--- src/rtl/sum_accum16s_pkg.sv ---
// Shared types and defaults for the adder16s result accumulator.
package sum_accum16s_pkg;

  localparam int unsigned ACC_W_DEF = 24;
  localparam int unsigned LEN_W_DEF = 8;
  localparam int unsigned OPND_W    = 17;

  typedef enum logic [1:0] {
    S_IDLE = 2'd0,
    S_ACC  = 2'd1,
    S_DONE = 2'd2
  } state_e;

endpackage

--- src/rtl/sum_accum16s_acc_add.sv ---
// Accumulator register with wrap-around add and sticky carry-out flag.
module sum_accum16s_acc_add
  import sum_accum16s_pkg::*;
#(
  parameter int unsigned ACC_W = ACC_W_DEF
) (
  input  logic              clk,
  input  logic              rst_n,
  input  logic              clr_i,
  input  logic              en_i,
  input  logic [OPND_W-1:0] opnd_i,
  output logic [ACC_W-1:0]  total_o,
  output logic              ovf_o
);

  localparam int unsigned SUM_W = ACC_W + 1;

  logic [ACC_W-1:0] total_q, total_d;
  logic             ovf_q, ovf_d;
  logic [SUM_W-1:0] sum_c;

  // Extra top bit of the sum is the carry out of the accumulator.
  assign sum_c = SUM_W'(total_q) + SUM_W'(opnd_i);

  always_comb begin
    total_d = total_q;
    ovf_d   = ovf_q;
    if (clr_i) begin
      total_d = '0;
      ovf_d   = 1'b0;
    end else if (en_i) begin
      total_d = sum_c[ACC_W-1:0];
      ovf_d   = ovf_q | sum_c[ACC_W];
    end
  end

  always_ff @(posedge clk or negedge rst_n) begin
    if (!rst_n) begin
      total_q <= '0;
      ovf_q   <= 1'b0;
    end else begin
      total_q <= total_d;
      ovf_q   <= ovf_d;
    end
  end

  assign total_o = total_q;
  assign ovf_o   = ovf_q;

endmodule

--- src/rtl/sum_accum16s.sv ---
// Accumulates a block of len {cout,sum} results from adder16s and hands the
// total downstream under a valid/ready handshake.
module sum_accum16s
  import sum_accum16s_pkg::*;
#(
  parameter int unsigned ACC_W = ACC_W_DEF,
  parameter int unsigned LEN_W = LEN_W_DEF
) (
  input  logic             clk,
  input  logic             reset,
  input  logic             start,
  input  logic [LEN_W-1:0] len,
  input  logic             in_valid,
  input  logic [15:0]      sum,
  input  logic             cout,
  output logic             in_ready,
  output logic [ACC_W-1:0] total,
  output logic [LEN_W-1:0] count,
  output logic             ovf,
  output logic             out_valid,
  input  logic             out_ready
);

  state_e           state_q, state_d;
  logic [LEN_W-1:0] len_q, len_d;
  logic [LEN_W-1:0] count_q, count_d;
  logic             clr_c;
  logic             accept_c;
  logic             last_c;

  // Handshake outputs decode the state register only.
  assign in_ready  = (state_q == S_ACC);
  assign out_valid = (state_q == S_DONE);

  assign accept_c = in_valid & in_ready;
  assign last_c   = (count_q == (len_q - LEN_W'(1)));

  always_comb begin
    state_d = state_q;
    clr_c   = 1'b0;
    case (state_q)
      S_IDLE: begin
        if (start) begin
          clr_c   = 1'b1;
          state_d = (len == '0) ? S_DONE : S_ACC;
        end
      end
      S_ACC: begin
        if (accept_c && last_c) begin
          state_d = S_DONE;
        end
      end
      S_DONE: begin
        if (out_ready) begin
          state_d = S_IDLE;
        end
      end
      default: state_d = S_IDLE;
    endcase
  end

  always_comb begin
    len_d   = len_q;
    count_d = count_q;
    if (clr_c) begin
      len_d   = len;
      count_d = '0;
    end else if (accept_c) begin
      count_d = count_q + LEN_W'(1);
    end
  end

  always_ff @(posedge clk or negedge reset) begin
    if (!reset) begin
      state_q <= S_IDLE;
      len_q   <= '0;
      count_q <= '0;
    end else begin
      state_q <= state_d;
      len_q   <= len_d;
      count_q <= count_d;
    end
  end

  sum_accum16s_acc_add #(
    .ACC_W(ACC_W)
  ) u_acc_add (
    .clk    (clk),
    .rst_n  (reset),
    .clr_i  (clr_c),
    .en_i   (accept_c),
    .opnd_i ({cout, sum}),
    .total_o(total),
    .ovf_o  (ovf)
  );

  assign count = count_q;

endmodule

--- config.mk ---
export PLATFORM = sky130hd
export DESIGN_NAME = sum_accum16s
export DESIGN_NICKNAME = d
export VERILOG_FILES = /design/src/rtl/sum_accum16s_pkg.sv /design/src/rtl/sum_accum16s_acc_add.sv /design/src/rtl/sum_accum16s.sv
export SDC_FILE = /design/constraint.sdc
export NUM_CORES = 1
export LEC_CHECK = 0
export BUFFER_PORTS_ARGS = -buffer_cell sky130_fd_sc_hd__buf_2
export CAP_MARGIN = 10
export CORE_MARGIN = 2
export CORE_UTILIZATION = 35
export CTS_CLUSTER_SIZE = 25
export DETAILED_ROUTE_END_ITERATION = 6
export SKIP_CTS_REPAIR_TIMING = 1
export SYNTH_ARGS = -nofsm -noshare
export SYNTH_HDL_FRONTEND = slang
export SYNTH_SLANG_ARGS = --single-unit
--- constraint.sdc ---
create_clock -name clk -period 2.9 [get_ports clk]
set_input_delay 0.435 -clock clk [delete_from_list [all_inputs] [get_ports clk]]
set_output_delay 0.435 -clock clk [all_outputs]
set_load 0.005 [all_outputs]
==> flow_summary_export.csv <==
group,metric,value,unit
grt,antenna_found_initial,0,
clocking,clockBufferDepth,2,
timing,fin_crit,2.67,ns
power,powerDensity,1020,mW/mm2
synth,synthSimpleGateAreaFrac,0.191,
worst_setup_path,cp.arrival,2.87,ns
worst_setup_path,end_kind,"flip-flop",
die,die_h,94.0,um
power,p_switching,0.00150,W
final_layout,drive_above_1_share,0.223,
worst_setup_path,r2r_setup_slack,0.23,ns
route,totalWireLength,6.94,mm
clocking,clk_latency,0.30,ns
synth,synth_compound_area_frac,0.200,
route,drc,0,
timing,fin_crit_sh,0.922,
route,first_pass_iters,4,
final_layout,layout.nets,434,
timing,fin_setup_tns,0,ns
grt,grt_max_degree,44,
synth,synth_seq_cells,43,
power,irDropWorstVdd,0.000347,V
placed_design,portBuffers,64,
clocking,cts_tree,"built",
worst_setup_path,reg2reg_depth,9,
synth,synth_xor_area_frac,0.0988,
synth,synthMuxAreaShare,0.0141,
worst_setup_path,reg2reg_to,"u_acc_add.ovf_o",
die,placementRows,32,
grt,grt.total_usage,0.166,
synth,synth_ff_type,"dfrtp_1",
synth,synth_top_family_by_area,"compound AO/OA/AOI/OAI gates",
grt,grt_pass1_wl,11.6,mm
synth,netlist_area,0.00284,mm2
power,p_leak,1.69,nW
timing,drv_slew,0,
die,core,0.00781,mm2
synth,ys.warnings.count,0,
power,p_sw_frac,0.435,
clocking,cts_root_buffer,"clkbuf_8",
final_layout,area_growth,19.9,%
power,p_int,0.00195,W
route,final_antenna_net_count,0,
die,die_x,94.0,um
synth,synth_fp_nets,367,
route,first_iter_violations,127,
placed_design,place_inst,479,
synth,synth_fa_ha_area_frac,0.0909,
die,io_pins,65,
final_layout,antennaDiodeCount,0,
synth,synthCells,317,
synth,async_reset_ff_frac,1.00,
grt,grt_pass1_vias,2404,
worst_hold_path,hold_class,"in -> async",
die,die-area,0.00884,mm2
worst_setup_path,reg2reg_from,"u_acc_add.total_o[0]",
placed_design,gp_congestion,0.897,
clocking,clkSinkCount,43,
clocking,clk_pin_slew,0.09,ns
clocking,cts_htree_levels,2,
route,vias,2468,
route,vias_per_cell,5.07,
timing,rsz0062_at_grt,"no",
final_layout,fill_cells,807,
worst_setup_path,startpoint_type,"flip-flop",
power,p_seq_frac,0.313,
placed_design,dp_hpwl,5.12,mm
worst_setup_path,crit_path_max_fanout,5,
timing,fmax,374,MHz
synth,synth_edf_count,0,
clocking,cts_buffers,5,
power,p_comb_frac,0.547,
worst_setup_path,crit_type,"reg -> reg",
die,start_util,0.363,
timing,worstMarginPinSlew,1.00,ns
route,wl_per_cell,14.2,um
timing,slew-limit-headroom,0.331,
flow_run,maxCapViolCount,0,
timing,hold_viol,0,
outcome,outcome,"complete, no violations",
timing,fin_skew,0.00687,ns
synth,postSynthAreaPerCell,8.95,um2
synth,ys_seq_area_frac,0.379,
worst_setup_path,cp.required,3.09,ns
timing,setup_viol,0,
final_layout,final_cells,487,
power,pwr-share-clk,0.140,
synth,ys_types,48,
grt,grt-ovfl-total,0,
per-stage QoR:
stage | power [W] | setup slack, ns | area (um2) | utilization | hold WS [ns]
finish | 0.00345 | 0.227 | 3400 | 0.436 | 0.283
global route | 0.00381 | 0.0788 | 3400 | 0.436 | 0.334
global placement | 0.00294 | 0.133 | 3290 | 0.421 | 0.480
CTS | 0.00349 | 0.218 | 3400 | 0.436 | 0.328
detailed placement | 0.00298 | 0.0820 | 3290 | 0.421 | 0.492
floorplan | 0.00241 | 0.381 | 2840 | - | 0.139
worst max-delay path by stage:
stage                          from                    end  slack [ns]  depth (start not counted)
6_report       u_acc_add.total_o[0]        u_acc_add.ovf_o        0.23                          9
5_1_grt        u_acc_add.total_o[0]  u_acc_add.total_o[18]        0.08                          9
4_1_cts        u_acc_add.total_o[0]        u_acc_add.ovf_o        0.22                          9
3_5_place_dp                 sum[0]        u_acc_add.ovf_o        0.08                         10
3_3_place_gp                 sum[0]  u_acc_add.total_o[22]        0.13                         10
2_1_floorplan                sum[0]  u_acc_add.total_o[22]        0.38                          9
state kept, by name (all words and copies together) (netlist names):
signal,flops
state_q,2
len_q,8
u_acc_add.ovf_o,1
u_acc_add.total_o,24
count,8
logic make-up (layout without fill, tap and decap cells):
logic type / after synthesis / after routing
compound gates: 83 / 83
xor+xnor: 32 / 32
simple gates: 116 / 116
buf+inv: 19 / 87
fa+ha+maj: 20 / 20
flops: 43 / 43
mux: 4 / 4
power by group through the flow:
stage | Sequential (W) | Combinational [W] | Clock, W
2_1_floorplan | 0.00105 | 0.00136 | 0
3_3_place_gp | 0.00108 | 0.00185 | 0
3_5_place_dp | 0.00109 | 0.00189 | 0
4_1_cts | 0.00108 | 0.00191 | 0.000502
5_1_grt | 0.00112 | 0.00216 | 0.000535
6_report | 0.00108 | 0.00189 | 0.000485
final cells by class:
| cell class | instances | area (um2) | area share |
|---|---|---|---|
| Multi-Input combinational cell | 255 | 1690 | 0.496 |
| Sequential cell | 43 | 1080 | 0.316 |
| Timing Repair Buffer | 70 | 365 | 0.107 |
| Tap cell | 102 | 128 | 0.0375 |
| Clock buffer | 5 | 68.8 | 0.0202 |
| Clock inverter | 3 | 43.8 | 0.0129 |
| Inverter | 9 | 33.8 | 0.00993 |
routing by layer:
metal,vias to the layer above,share of wire,GRT usage
li1,1263,-,-
met1,1158,0.48,0.224
met2,38,0.48,0.275
met3,9,0.030,0.0273
met4,0,0.015,0.0459
met5,-,0,0
worst max-delay path, stage by stage (launching register included):
cell       delay (ns)
dfrtp_1          0.40
ha_1             0.22
fa_1             0.44
a211oi_2         0.31
o21ai_2          0.12
a2111oi_2        0.41
and4bb_4         0.27
nor2_4           0.16
nor2_1           0.07
o21a_1           0.16
Yosys cell counts, types with 2 or more instances:
cell | n | area [um2]
nand2_1 | 55 | 206
dfrtp_1 | 43 | 1080
o21ai_0 | 28 | 140
nor2_1 | 21 | 78.8
ha_1 | 19 | 238
xor2_1 | 19 | 166
a21oi_1 | 14 | 70.1
xnor2_1 | 13 | 114
inv_1 | 9 | 33.8
nand3_1 | 9 | 45.0
clkbuf_1 | 7 | 26.3
nor3_1 | 6 | 30.0
a22o_1 | 5 | 43.8
nand4_1 | 5 | 31.3
a21o_1 | 4 | 30.0
mux2i_1 | 4 | 40.0
nand2b_1 | 4 | 25.0
nor2b_1 | 4 | 25.0
o211ai_1 | 4 | 30.0
a31oi_1 | 3 | 18.8
o21a_1 | 3 | 22.5
o21bai_1 | 3 | 22.5
a211oi_1 | 2 | 15.0
a211oi_2 | 2 | 25.0
and3_1 | 2 | 12.5
clkbuf_2 | 2 | 10.0
nand3b_1 | 2 | 15.0
nor4_1 | 2 | 12.5
o2111a_1 | 2 | 22.5
o21ai_1 | 2 | 10.0
o22ai_1 | 2 | 12.5
placed cells by master, fill, tap and decap left out, drive strengths merged, types with 5 or more instances in the layout:
master	count
buf	70
o21ai	31
xnor2	13
a21oi	14
a22o	5
nor2	22
clkbuf	5
inv	9
o211ai	5
ha	19
nand3	9
dfrtp	43
nor3	6
nand2	55
nand4	5
xor2	19
Note: power is estimated with default switching activity, not from simulation.
